<file path="config.mk">
export PLATFORM = sky130hd
export DESIGN_NAME = seq_detect_param
export DESIGN_NICKNAME = d
export VERILOG_FILES = /design/src/rtl/seq_detect_param.sv
export SDC_FILE = /design/constraint.sdc
export NUM_CORES = 1
export LEC_CHECK = 0
export BUFFER_PORTS_ARGS = -buffer_cell sky130_fd_sc_hd__buf_2
export CORE_UTILIZATION = 40
export CTS_BUF_LIST = sky130_fd_sc_hd__clkbuf_16
export DETAILED_ROUTE_END_ITERATION = 10
export GPL_TIMING_DRIVEN = 1
export PLACE_DENSITY = 0.76
export SLEW_MARGIN = 0
export SYNTH_ARGS = -nofsm -noshare
export SYNTH_HDL_FRONTEND = slang
export SYNTH_SLANG_ARGS = --single-unit
export TNS_END_PERCENT = 100
</file>
<file path="constraint.sdc">
create_clock -name clk -period 1.5 [get_ports clk]
set_input_delay 0.075 -clock clk [delete_from_list [all_inputs] [get_ports clk]]
set_output_delay 0.075 -clock clk [all_outputs]
set_load 0.03 [all_outputs]
</file>
<file path="src/rtl/seq_detect_param.sv">
// seq_detect_param
//   Serial pattern detector. Watches a qualified one-bit stream for a
//   runtime-programmable PAT_LEN-bit pattern. On a match it emits a
//   one-cycle registered pulse and bumps a saturating match counter.
//   Supports overlapping and non-overlapping detection.
//
// Ports
//   clk        rising-edge clock
//   rst        asynchronous active-low reset
//   in_valid   qualifies `in`
//   in         serial data bit
//   pat        pattern; pat[PAT_LEN-1] is the first bit in time
//   overlap    1 = overlapping detection, 0 = non-overlapping
//   clear      synchronous flush of history, fill and counter (beats in_valid)
//   out        registered match pulse
//   match_cnt  saturating match count since reset/clear
//   cnt_sat    high while match_cnt is all ones
module seq_detect_param #(
    parameter int PAT_LEN = 4,
    parameter int CNT_W   = 8
) (
    input  logic               clk,
    input  logic               rst,
    input  logic               in_valid,
    input  logic               in,
    input  logic [PAT_LEN-1:0] pat,
    input  logic               overlap,
    input  logic               clear,
    output logic               out,
    output logic [CNT_W-1:0]   match_cnt,
    output logic               cnt_sat
);

    localparam int FILL_W = (PAT_LEN > 2) ? $clog2(PAT_LEN) : 1;
    localparam logic [FILL_W-1:0] FILL_MAX = FILL_W'(PAT_LEN - 1);
    localparam logic [CNT_W-1:0]  CNT_MAX  = {CNT_W{1'b1}};

    typedef enum logic [1:0] {
        IDLE  = 2'd0,
        FILL  = 2'd1,
        ARMED = 2'd2
    } state_t;

    state_t              state_p0, state_d;
    logic [FILL_W-1:0]   fill_p0, fill_d;
    logic [PAT_LEN-1:0]  hist_p0, hist_d;
    logic [CNT_W-1:0]    cnt_p0, cnt_d;
    logic                out_p0, out_d;
    logic [PAT_LEN-1:0]  shifted;
    logic                hit;

    function automatic logic [CNT_W-1:0] sat_inc(input logic [CNT_W-1:0] c);
        return (c == CNT_MAX) ? c : c + 1'b1;
    endfunction

    assign shifted = {hist_p0[PAT_LEN-2:0], in};

    // Stage p0: state, history, counter and match pulse registers
    always_ff @(posedge clk or negedge rst) begin
        if (!rst) begin
            state_p0 <= IDLE;
            fill_p0  <= '0;
            hist_p0  <= '0;
            cnt_p0   <= '0;
            out_p0   <= 1'b0;
        end else begin
            state_p0 <= state_d;
            fill_p0  <= fill_d;
            hist_p0  <= hist_d;
            cnt_p0   <= cnt_d;
            out_p0   <= out_d;
        end
    end

    always_comb begin
        state_d = state_p0;
        fill_d  = fill_p0;
        hist_d  = hist_p0;
        cnt_d   = cnt_p0;
        out_d   = 1'b0;
        hit     = 1'b0;

        if (clear) begin
            // The bit presented alongside clear is deliberately dropped.
            state_d = IDLE;
            fill_d  = '0;
            hist_d  = '0;
            cnt_d   = '0;
        end else if (in_valid) begin
            hist_d = shifted;
            case (state_p0)
                IDLE: begin
                    fill_d  = FILL_W'(1);
                    state_d = (PAT_LEN == 2) ? ARMED : FILL;
                end
                FILL: begin
                    fill_d  = fill_p0 + 1'b1;
                    state_d = (fill_d == FILL_MAX) ? ARMED : FILL;
                end
                ARMED: begin
                    // Only armed once PAT_LEN bits have been taken, so the
                    // reset value of hist can never produce a false hit.
                    if (shifted == pat) begin
                        hit = 1'b1;
                        if (!overlap) begin
                            state_d = IDLE;
                            fill_d  = '0;
                        end
                    end
                end
                default: begin
                    state_d = IDLE;
                    fill_d  = '0;
                end
            endcase
            if (hit) begin
                out_d = 1'b1;
                cnt_d = sat_inc(cnt_p0);
            end
        end
    end

    assign out       = out_p0;
    assign match_cnt = cnt_p0;
    assign cnt_sat   = (cnt_p0 == CNT_MAX);

endmodule
</file>
Word level (Yosys, flattened, before mapping)

Index checks and enable logic that the tools add are counted.
W data, S select, Z words.

Multiplexer cells: 22
Equality and inequality tests: 8
Reduce and logical (&&, ||, !) cells: 5
$add $sub $neg: 2

Operators with widths:

| operator              | count |
|---|---|
| $mux W8               | 4 |
| $mux W2               | 7 |
| $pmux W2 S3           | 2 |
| $add A8 B1 Y8 const B | 1 |
| $eq A8 B8 Y1 const B  | 1 |
| $mux W1               | 7 |
| $mux W3               | 2 |
| $ne A3 B3 Y1 const B  | 2 |
| $reduce_and A3 Y1     | 2 |
| $eq A2 B2 Y1 const B  | 2 |
| $eq A4 B4 Y1          | 1 |
| $reduce_bool A2 Y1    | 2 |
| $add A2 B1 Y2 const B | 1 |
| $eq A2 B1 Y1 const B  | 1 |
| $logic_not A2 Y1      | 1 |
| $ne A2 B2 Y1 const B  | 1 |

Output and inout bits: 10
Word-level logic and storage cells: 42
Input bits: 10
Register bits after elaboration: 16

Depth between registers and ports, before layout

Gate-level depths: netlist of run 1.

Depth after elaboration: 8
Gate-level depth with buffers: 6

Worst setup path before layout of run 1

Ideal clock, no wire load.

Path type: flip-flop to flip-flop
Start: register cnt_p0[0] (netlist: match_cnt[0])
End: register cnt_p0[4] (netlist: match_cnt[4])
Clock period less this slack: 1.685 ns
Stages on the path, launching flop included: 6
Setup time: 0.078 ns
Path buffers: 0
Path slack: -0.185 ns
Arrival time: 1.607 ns
Cell sequence: dfrtp_1 ha_1 nand3_1 o21ai_2 or4_1 a21oi_1

Cells in the longest elaborated chain, start to end: 5
Elaborated cells on any way between the ends: 8

Ends and longest elaborated chain:

| item                   | RTL line | RTL |
|---|---|---|
| from (decl)            | 47       | `logic [CNT_W-1:0] cnt_p0, cnt_d;` |
| from (signal assigned) | 70       | `cnt_p0 <= cnt_d;` |
| $add A8 B1 Y8          | 53       | `return (c == CNT_MAX) ? c : c + 1'b1;` |
| $mux W8                | 53       |  |
| $mux W8                | 116      | `if (hit) begin` |
| $mux W8                | 89       | `end else if (in_valid) begin` |
| $mux W8                | 83       | `if (clear) begin` |

Parallel ways exist; a longest one is shown, timed or not. The select of a mux whose other input is x is not followed.
A chain may end at the register's enable or synchronous reset.

Worst setup path after layout of run 1

Start: register hist_p0[2]
End: register cnt_p0[4] (netlist: match_cnt[4])

Cells in the longest elaborated chain, start to end: 7

Ends and longest elaborated chain:

| item                                | RTL line | RTL |
|---|---|---|
| from (decl)                         | 46       | `logic [PAT_LEN-1:0] hist_p0, hist_d;` |
| from (signal assigned)              | 69       | `hist_p0 <= hist_d;` |
| $eq A4 B4 Y1                        | 103      | `if (shifted == pat) begin` |
| $mux W1                             | 103      |  |
| $mux W1                             | 91       | `case (state_p0)` |
| $mux W1                             | 89       |  |
| $mux W1                             | 83       |  |
| $reduce_bool A2 Y1 (no source line) | --       |  |
| $reduce_and A3 Y1 (no source line)  | --       |  |

No other way between the ends. The select of a mux whose other input is x is not followed.

==> run summary, run 1 <==
drt initial violations -> 24
CTS Buffer Depth -> 2
initial antenna violation count -> 0
GPL Wtd Cong -> 0.849
area occupied by multi-input gates -> 602 sq um
Rel. slew slack -> 72.2%
CTS tree -> yes
detailed-route DRC error count -> 0
vias in the first global route -> 803
Worst EP required -> 1.67 ns
Mapped Nets -> 104
htree depth -> 1
DR vias/cell -> 5.76
core footprint -> 2020 sq um
status -> finished, violations left
worst min path class -> in -> reg
IO Pins -> 20
Switching Fraction -> 22.5%
FP Rows -> 16
synthesized area per cell -> 9.64 sq um
distinct cell type count after synthesis -> 29
DR WL/cell -> 16.0 um
Worst Skew -> 0.000593 ns
sw power -> 244 uW
DR vias -> 882
top cell type by total area after synthesis -> dfrtp_1
arrival time at the worst endpoint -> 1.80 ns
# fillers -> 149
peak supply drop -> 0.000884 V
area growth from synthesis to layout -> 52.2%
setup TNS -> -0.773 ns
cells after synthesis -> 92
full die area -> 2410 sq um
drt first pass iters -> 4
Die Ht -> 49.1 um
Routed Antenna Nets -> 0
Reg power frac -> 41.1%
detailed placer's ending HPWL -> 1390 um
Pint -> 840 uW
crit path cell chain -> xnor2_2, nand4_4, or4_4, a21oi_2
first-pass GRT wire length -> 3860 um
Crit path max-delay family -> simple AND/OR/NAND/NOR gates
Clock power frac -> 48.5%
layout cells sized above 1 -> 52.4%
Synth top area share -> 45.1%
post-route setup slack -> -0.126 ns
crit path launch type -> flip-flop
gr usage total -> 21.6%
cell area after synthesis -> 887 sq um
Tcrit/Tclk final -> 108%
Final Hold Viols -> 0
NumNets Final -> 139
Tightest Pin Transition -> 0.414 ns
Period minus WS final -> 1.63 ns
commonest non-fill, non-tap cell in the layout -> buf_2
Seq cells post-synth -> 16
upper clock frequency limit -> 615 MHz
most frequent cells in the layout -> buf_2 (19), dfrtp_1 (11), buf_4 (11)
WP buf/inv -> 0
Pleak -> 0.000573 uW
synth warn -> 0
RSZ-0062 raised after global routing -> true
Final Util -> 66.8%
Congestion Overflow GR -> 0
CP max stage delay -> 0.57 ns
Max stage delay cell, worst path -> or4_4
largest net degree at the start of global routing -> 20
crit end category -> flip-flop
clock insertion delay at the later pin of the skew report -> 0.25 ns
failing checks -> setup timing
Comb power frac -> 10.3%
Worst Setup Path Type -> reg -> reg
Chip Width -> 49.1 um
PD cells -> 803 nW/um^2
Reg area -> 407 sq um
sequential share of the synthesized area -> 45.1%
pre-CTS WS -> -0.116 ns
initial core utilization -> 43.9%
Clock transition at path regs -> 0.05 ns
final setup vio count -> 8
root buffer cell -> clkbuf_16
Max Cap Viol -> 0
diode count -> 0
IO buf count -> 19
Slew Viols, Final -> 0
total CTS buffers -> 3
final WL -> 2460 um
top area cells in the synthesized netlist -> dfrtp_1 (45%), a21oi_1 (4.5%), xnor2_1 (3.9%)
worst-path fanout max -> 5
clk sink count -> 16
-- metrics by stage --
stage | total power (uW) | hold WS, ns | instances | cell area (sq um)
2_1_floorplan | 499 | -0.221 | 92 | 911
3_3_place_gp | 532 | 0.00375 | 145 | 1100
3_5_place_dp | 534 | 0.0103 | 145 | 1100
4_1_cts | 1080 | 0.113 | 152 | 1250
5_1_grt | 1130 | 0.129 | 153 | 1350
6_report | 1080 | 0.118 | 153 | 1350
-- area by class of cell --
cell class              count  share of cell area (%)
multi-input cells          68                    44.6
repair buffers             33                    15.6
flip-flops and latches     16                    30.1
clock inverters             1                   0.278
clock buffers               3                    5.56
well taps                  27                    2.50
inverters                   5                    1.39
-- worst min-delay path: stages --
cell and delay (ns):
buf_2 0.10, mux2i_1 0.07, nor2_1 0.08
-- flip-flops by register name, summed over array words and instances (netlist names) --
signal / flops
fill_p0: 2
hist_p0: 3
match_cnt: 8
out: 1
state_p0: 2
-- cell usage after synthesis --
cell type / count
dfrtp_1: 16
a21oi_1: 8
nor2_1: 8
inv_1: 5
o21ai_0: 5
nand2_1: 4
nand3_1: 4
xnor2_1: 4
mux2i_1: 3
o31ai_1: 3
or3_1: 3
or4_1: 3
clkbuf_1: 2
ha_1: 2
mux2_2: 2
nand4_2: 2
nor2b_1: 2
nor3_1: 2
nor3b_1: 2
o211ai_1: 2
o22ai_1: 2
a22oi_1: 1
and3_1: 1
and3b_2: 1
buf_2: 1
buf_6: 1
nor4_1: 1
nor4b_1: 1
o21ai_2: 1
-- power by group through the flow --
stage / registers, uW / logic [uW] / clock network, uW
2_1_floorplan: 453 / 46.1 / 0
3_3_place_gp: 452 / 79.6 / 0
3_5_place_dp: 452 / 81.9 / 0
4_1_cts: 446 / 105 / 526
5_1_grt: 447 / 121 / 559
6_report: 446 / 112 / 526
-- final timing paths --
path	depth (start not counted)	endpoint	slack [ns]	start
setup / recovery	4	match_cnt[4]	-0.13	hist_p0[2]
hold / removal	3	hist_p0[0]	0.12	in
setup reg to reg	4	match_cnt[4]	-0.13	hist_p0[2]
hold reg to reg	2	fill_p0[1]	0.57	fill_p0[1]
max in group asynchronous	2	match_cnt[2]	0.93	rst
min in group asynchronous	2	match_cnt[5]	0.28	rst
-- cells by family (layout without fill, tap and decap cells) --
group           count (synthesis)  count (layout)  share of synthesized area [%]
simple gates                   34              35                           22.6
compound gates                 22              22                           14.8
flops                          16              16                           45.1
buf+inv                         9              42                           4.80
mux                             5               5                           5.92
xor+xnor                        4               4                           3.95
fa+ha+maj                       2               2                           2.82
-- layer usage --
layer  track usage, %  vias up  part of all wire [%]
li1                 -      407                     -
met1             26.5      440                    42
met2             37.2       31                    52
met3             3.43        4                   4.3
met4             9.31        0                   1.8
met5                0        -                     0
-- timing repair --
action | CTS | global route
pin swaps | 8 | 5
hold buffers | 1 | 0
endpoints found under the setup margin | 11 | 11
cloned | 1 | 0
buffers inserted | 1 | 1
gates resized for setup | 7 | 23
hold endpoints to repair | 16 | 0
Power figures use the tool's default switching activity.
==> run 2, diff against run 1 <==
--- a/config.mk
+++ b/config.mk
@@ -11,6 +11,7 @@
 export DETAILED_ROUTE_END_ITERATION = 10
 export GPL_TIMING_DRIVEN = 1
 export PLACE_DENSITY = 0.76
+export SKIP_CTS_REPAIR_TIMING = 1
 export SLEW_MARGIN = 0
 export SYNTH_ARGS = -nofsm -noshare
 export SYNTH_HDL_FRONTEND = slang
==> run 2 against run 1 <==
The run still ends with setup timing left. Fmax barely moved. Clock skew is 0.0014 ns higher. Utilization fell by 2.0 points. Critical path type unchanged. Largest cell class unchanged. Largest power group unchanged.
==> run summary, run 2 (synthesis results as in run 1) <==
status -> finished, violations left (unchanged)
failing checks -> setup timing (unchanged)
DR WL/cell -> 15.9 um (was 16.0 um)
Max Used Layer -> met4 (unchanged)
Congestion Overflow GR -> 0 (unchanged)
peak supply drop -> 0.000999 V (was 0.000884 V)
Slew Viols, Final -> 0 (unchanged)
clk sink count -> 16 (unchanged)
crit end category -> flip-flop (unchanged)
Pint -> 841 uW (was 840 uW)
commonest non-fill, non-tap cell in the layout -> buf_2 (unchanged)
DR vias/cell -> 5.65 (was 5.76)
Rel. slew slack -> 72.1% (was 72.2%)
IO buf count -> 19 (unchanged)
met2 routed WL -> 1280 um (about the same)
Tightest Pin Transition -> 0.416 ns (was 0.414 ns)
Total Power -> 1090 uW (was 1080 uW)
detailed-route DRC error count -> 0 (unchanged)
Reg power frac -> 41.1% (about the same)
worst-path fanout max -> 3 (was 5)
M1 WL -> 999 um (was 1020 um)
Final Hold Viols -> 0 (unchanged)
layout cells sized above 1 -> 49.2% (was 52.4%)
sw power -> 244 uW (about the same)
Worst EP required -> 1.67 ns (about the same)
full die area -> 2410 sq um (unchanged)
arrival time at the worst endpoint -> 1.80 ns (about the same)
largest net degree at the start of global routing -> 20 (unchanged)
detailed placer's ending HPWL -> 1390 um (unchanged)
Routed Antenna Nets -> 0 (unchanged)
setup TNS -> -0.833 ns (was -0.773 ns)
total CTS buffers -> 3 (unchanged)
drt first pass iters -> 4 (unchanged)
initial antenna violation count -> 0 (unchanged)
diode count -> 0 (unchanged)
max reg flops -> 8 (unchanged)
Comb power frac -> 10.3% (about the same)
upper clock frequency limit -> 615 MHz (about the same)
final setup vio count -> 8 (unchanged)
vias in the first global route -> 749 (was 803)
Chip Width -> 49.1 um (unchanged)
clock insertion delay at the later pin of the skew report -> 0.25 ns (about the same)
htree depth -> 1 (unchanged)
gr usage total -> 19.3% (was 21.6%)
Pleak -> 0.000570 uW (was 0.000573 uW)
Worst Skew -> 0.00201 ns (was 0.000593 ns)
Die Ht -> 49.1 um (unchanged)
CTS Buffer Depth -> 2 (unchanged)
first-pass GRT wire length -> 3450 um (was 3860 um)
CTS tree -> yes (unchanged)
Clock transition at path regs -> 0.05 ns (about the same)
final WL -> 2430 um (was 2460 um)
post-route setup slack -> -0.126 ns (about the same)
Worst Setup Path Type -> reg -> reg (unchanged)
NumNets Final -> 139 (unchanged)
wire length on met3 -> 103 um (was 105 um)
Max Cap Viol -> 0 (unchanged)
FP Rows -> 16 (unchanged)
initial core utilization -> 43.9% (unchanged)
# fillers -> 165 (was 149)
worst min path class -> in -> reg (unchanged)
Switching Fraction -> 22.5% (about the same)
area growth from synthesis to layout -> 47.5% (was 52.2%)
PD cells -> 829 nW/um^2 (was 803 nW/um^2)
Period minus WS final -> 1.63 ns (about the same)
core footprint -> 2020 sq um (unchanged)
Clock power frac -> 48.6% (was 48.5%)
drt initial violations -> 21 (was 24)
RSZ-0062 raised after global routing -> true (unchanged)
most frequent cells in the layout -> buf_2 (19), dfrtp_1 (11), buf_4 (11) (unchanged)
root buffer cell -> clkbuf_16 (unchanged)
crit path launch type -> flip-flop (unchanged)
GPL Wtd Cong -> 0.849 (unchanged)
IO Pins -> 20 (unchanged)
DR vias -> 864 (was 882)
Tcrit/Tclk final -> 108% (about the same)
run 2: cell count changes in the layout (fill, tap and decap cells not counted):
cell     previous run  this run
a21oi_1             3         5
a21oi_2             5         3
nand3_1             2         3
nand3_4             1         0
o21ai_2             0         1
o21ai_4             2         1
o31ai_1             1         2
o31ai_4             1         0
run 2: path summary, 6_finish.rpt:
kind	depth (start not counted)	to	slack, ns	start
max in group asynchronous	2	match_cnt[1]	0.92	rst
min	3	hist_p0[0]	0.12	in
max reg2reg	4	match_cnt[5]	-0.13	hist_p0[1]
max	4	match_cnt[5]	-0.13	hist_p0[1]
min reg2reg	2	fill_p0[1]	0.57	fill_p0[1]
min in group asynchronous	2	match_cnt[5]	0.28	rst
run 2: area by class of cell:
cell class	count	area [sq um]	area share (%)
multi-input cells	68	561	42.8
flip-flops and latches	16	407	31.1
repair buffers	33	210	16.1
clock buffers	3	75.1	5.74
well taps	27	33.8	2.58
inverters	5	18.8	1.43
clock inverters	1	3.75	0.287
run 2: stage by stage:
stage	setup slack [ns]	cells	util [%]	instance area (sq um)	hold WS (ns)
floorplan	-0.0261	92	-	911	-0.221
global placement	-0.0629	145	54.3	1100	0.00375
detailed placement	-0.116	145	54.3	1100	0.0103
CTS	-0.200	149	58.2	1180	-0.250
global route	-0.219	153	64.7	1310	0.126
finish	-0.126	153	64.7	1310	0.117
run 2: layer usage:
metal / vias up / GRT usage (%)
met2: 34 / 32.9
met3: 4 / 3.12
met5: - / 0
met4: 0 / 8.82
li1: 403 / -
met1: 423 / 23.6
run 2: power groups by stage:
stage / Sequential, uW / Combinational, uW / Clock (uW)
after floorplan: 453 / 46.1 / 0
after global placement: 452 / 79.6 / 0
after detailed placement: 452 / 81.9 / 0
after CTS: 445 / 83.6 / 526
after global routing: 447 / 121 / 558
final: 446 / 112 / 527
run 2: worst max-delay path, stage by stage, from the launching register on:
cell	delay, ns
dfrtp_1	0.42
xnor2_2	0.26
nand4_1	0.22
or4_1	0.52
a21oi_1	0.13
==> run 3, diff against run 2 <==
--- a/config.mk
+++ b/config.mk
@@ -10,7 +10,7 @@
 export CTS_BUF_LIST = sky130_fd_sc_hd__clkbuf_16
 export DETAILED_ROUTE_END_ITERATION = 10
 export GPL_TIMING_DRIVEN = 1
-export PLACE_DENSITY = 0.76
+export PLACE_DENSITY = 0.74
 export SKIP_CTS_REPAIR_TIMING = 1
 export SLEW_MARGIN = 0
 export SYNTH_ARGS = -nofsm -noshare
==> constraint.sdc (replaced) <==
create_clock -name clk -period 1.9 [get_ports clk]
set_input_delay 0.095 -clock clk [delete_from_list [all_inputs] [get_ports clk]]
set_output_delay 0.095 -clock clk [all_outputs]
set_load 0.03 [all_outputs]
==> run 3 against run 2 <==
Largest cell class unchanged. Total power down 25%. Largest power group unchanged. Clock power down 24%. Final cell count down 9.2%. Routed wire length down 28%. Via count down 12%. Sequential cell count unchanged. First-iteration DRC count down 43%. The flow now finishes without violations.
==> run summary, run 3 (synthesis results as in run 1) <==
Reg power frac -> 43.6% (was 41.1%)
setup TNS -> 0 ns (was -0.833 ns)
Total Power -> 810 uW (was 1090 uW)
Comb power frac -> 7.1% (was 10.3%)
detailed placer's ending HPWL -> 1250 um (was 1390 um)
diode count -> 0 (unchanged)
clock insertion delay at the later pin of the skew report -> 0.24 ns (was 0.25 ns)
HP Start -> in (unchanged)
clk sink count -> 16 (unchanged)
CP max stage delay -> 0.40 ns (was 0.52 ns)
DR vias/cell -> 5.45 (was 5.65)
GPL Wtd Cong -> 0.759 (was 0.849)
layout cells sized above 1 -> 25.9% (was 49.2%)
status -> complete, no violations (was finished, violations left)
NumNets Final -> 126 (was 139)
IO Pins -> 20 (unchanged)
Congestion Overflow GR -> 0 (unchanged)
htree depth -> 1 (unchanged)
initial core utilization -> 43.9% (unchanged)
sw power -> 163 uW (was 244 uW)
Pleak -> 0.000497 uW (was 0.000570 uW)
gr usage total -> 16.9% (was 19.3%)
drt first pass iters -> 4 (unchanged)
Die Ht -> 49.1 um (unchanged)
Slew Viols, Final -> 0 (unchanged)
upper clock frequency limit -> 592 MHz (was 615 MHz)
drt initial violations -> 12 (was 21)
post-route setup slack -> 0.211 ns (was -0.126 ns)
Period minus WS final -> 1.69 ns (was 1.63 ns)
PD cells -> 747 nW/um^2 (was 829 nW/um^2)
peak supply drop -> 0.000525 V (was 0.000999 V)
Rel. slew slack -> 75.3% (was 72.1%)
Worst EP required -> 2.06 ns (was 1.67 ns)
max reg flops -> 8 (unchanged)
DR vias -> 757 (was 864)
first-pass GRT wire length -> 3070 um (was 3450 um)
worst min path class -> in -> reg (unchanged)
RSZ-0062 raised after global routing -> false (was true)
area growth from synthesis to layout -> 22.3% (was 47.5%)
total CTS buffers -> 3 (unchanged)
Chip Width -> 49.1 um (unchanged)
worst-path fanout max -> 12 (was 3)
internal reg-to-reg setup slack -> 0.21 ns (was -0.13 ns)
Tcrit/Tclk final -> 88.9% (was 108%)
vias in the first global route -> 715 (was 749)
CTS tree -> yes (unchanged)
commonest non-fill, non-tap cell in the layout -> buf_2 (unchanged)
Cell Count, Final, Fillers Out -> 139 (was 153)
Clock transition at path regs -> 0.05 ns (about the same)
Switching Fraction -> 20.1% (was 22.5%)
post-placement cell count -> 135 (was 145)
crit path launch type -> flip-flop (unchanged)
CTS Buffer Depth -> 2 (unchanged)
Reg-to-Reg Start -> hist_p0[1] (unchanged)
initial antenna violation count -> 0 (unchanged)
arrival time at the worst endpoint -> 1.85 ns (was 1.80 ns)
r2r endpoint -> match_cnt[0] (was match_cnt[5])
crit end category -> flip-flop (unchanged)
Pint -> 647 uW (was 841 uW)
FP Rows -> 16 (unchanged)
pre-CTS WS -> 0.214 ns (was -0.116 ns)
most frequent cells in the layout -> buf_2 (19), dfrtp_1 (16), nor2_1 (8), a21oi_1 (8) (was buf_2 (19), dfrtp_1 (11), buf_4 (11))
Worst Setup Path Type -> reg -> reg (unchanged)
hold path depth -> 3 (unchanged)
final WL -> 1750 um (was 2430 um)
largest net degree at the start of global routing -> 20 (unchanged)
Routed Antenna Nets -> 0 (unchanged)
crit path cell chain -> xnor2_1, nand4_2, buf_4, or3_1, a21oi_1 (was xnor2_2, nand4_1, or4_1, a21oi_1)
Worst Skew -> 0.00190 ns (was 0.00201 ns)
Clock power frac -> 49.2% (was 48.6%)
Max Cap Viol -> 0 (unchanged)
Reg2Reg Depth -> 5 (was 4)
detailed-route DRC error count -> 0 (unchanged)
final setup vio count -> 0 (was 8)
Max stage delay cell, worst path -> dfrtp_1 (was or4_1)
DR WL/cell -> 12.6 um (was 15.9 um)
root buffer cell -> clkbuf_16 (unchanged)
full die area -> 2410 sq um (unchanged)
core footprint -> 2020 sq um (unchanged)
IO buf count -> 19 (unchanged)
WHS Endpoint -> hist_p0[0] (unchanged)
Final Hold Viols -> 0 (unchanged)
Tightest Pin Transition -> 0.371 ns (was 0.416 ns)
[run 3: cell count changes in the layout (fill, tap and decap cells not counted), sizes merged]
cell / change
clkinv: -1
nand4: -1
buf: -12
[run 3: worst max-delay path by stage]
stage            startpoint            to  slack (ns)  depth (start not counted)
3_3_place_gp     hist_p0[1]  match_cnt[6]        0.27                          4
3_5_place_dp     hist_p0[1]   state_p0[1]        0.21                          5
6_report         hist_p0[1]  match_cnt[0]        0.21                          5
4_1_cts          hist_p0[1]  match_cnt[0]        0.21                          5
2_1_floorplan  match_cnt[0]  match_cnt[4]        0.22                          5
5_1_grt          hist_p0[1]  match_cnt[0]        0.11                          5
[run 3: layer usage]
metal	GRT usage, %	part of all wire [%]
met1	21.4	45
met3	4.67	4.5
met5	0	0
met4	7.35	1.7
met2	26.7	48
[run 3: metrics by stage]
stage               area [sq um]  hold WS, ns  util [%]
floorplan                    887       -0.201         -
global placement            1000       0.0261      49.4
detailed placement          1000       0.0382      49.4
CTS                         1070       -0.224      53.2
global route                1080        0.174      53.7
finish                      1080        0.134      53.7
[run 3: layout make-up]
type	count	area [sq um]
fillers	192	937
multi-input cells	67	444
flip-flops and latches	16	400
repair buffers	21	113
clock buffers	3	75.1
well taps	27	33.8
inverters	5	18.8
[run 3: power by group through the flow]
stage | clock network [uW] | logic [uW] | registers (uW)
after floorplan | 0 | 36.4 | 358
after global routing | 421 | 65.9 | 354
after detailed placement | 0 | 57.2 | 359
after CTS | 413 | 57.2 | 354
after global placement | 0 | 55.6 | 359
final | 399 | 57.9 | 354
[run 3: critical path, delay by kind of cell, from the launching register on]
| kind | cells | cell delay [ns] |
|---|---|---|
| compound gates | 1 | 0.15 |
| simple gates | 2 | 0.62 |
| flops | 1 | 0.40 |
| xor+xnor | 1 | 0.18 |
| buf+inv | 1 | 0.25 |
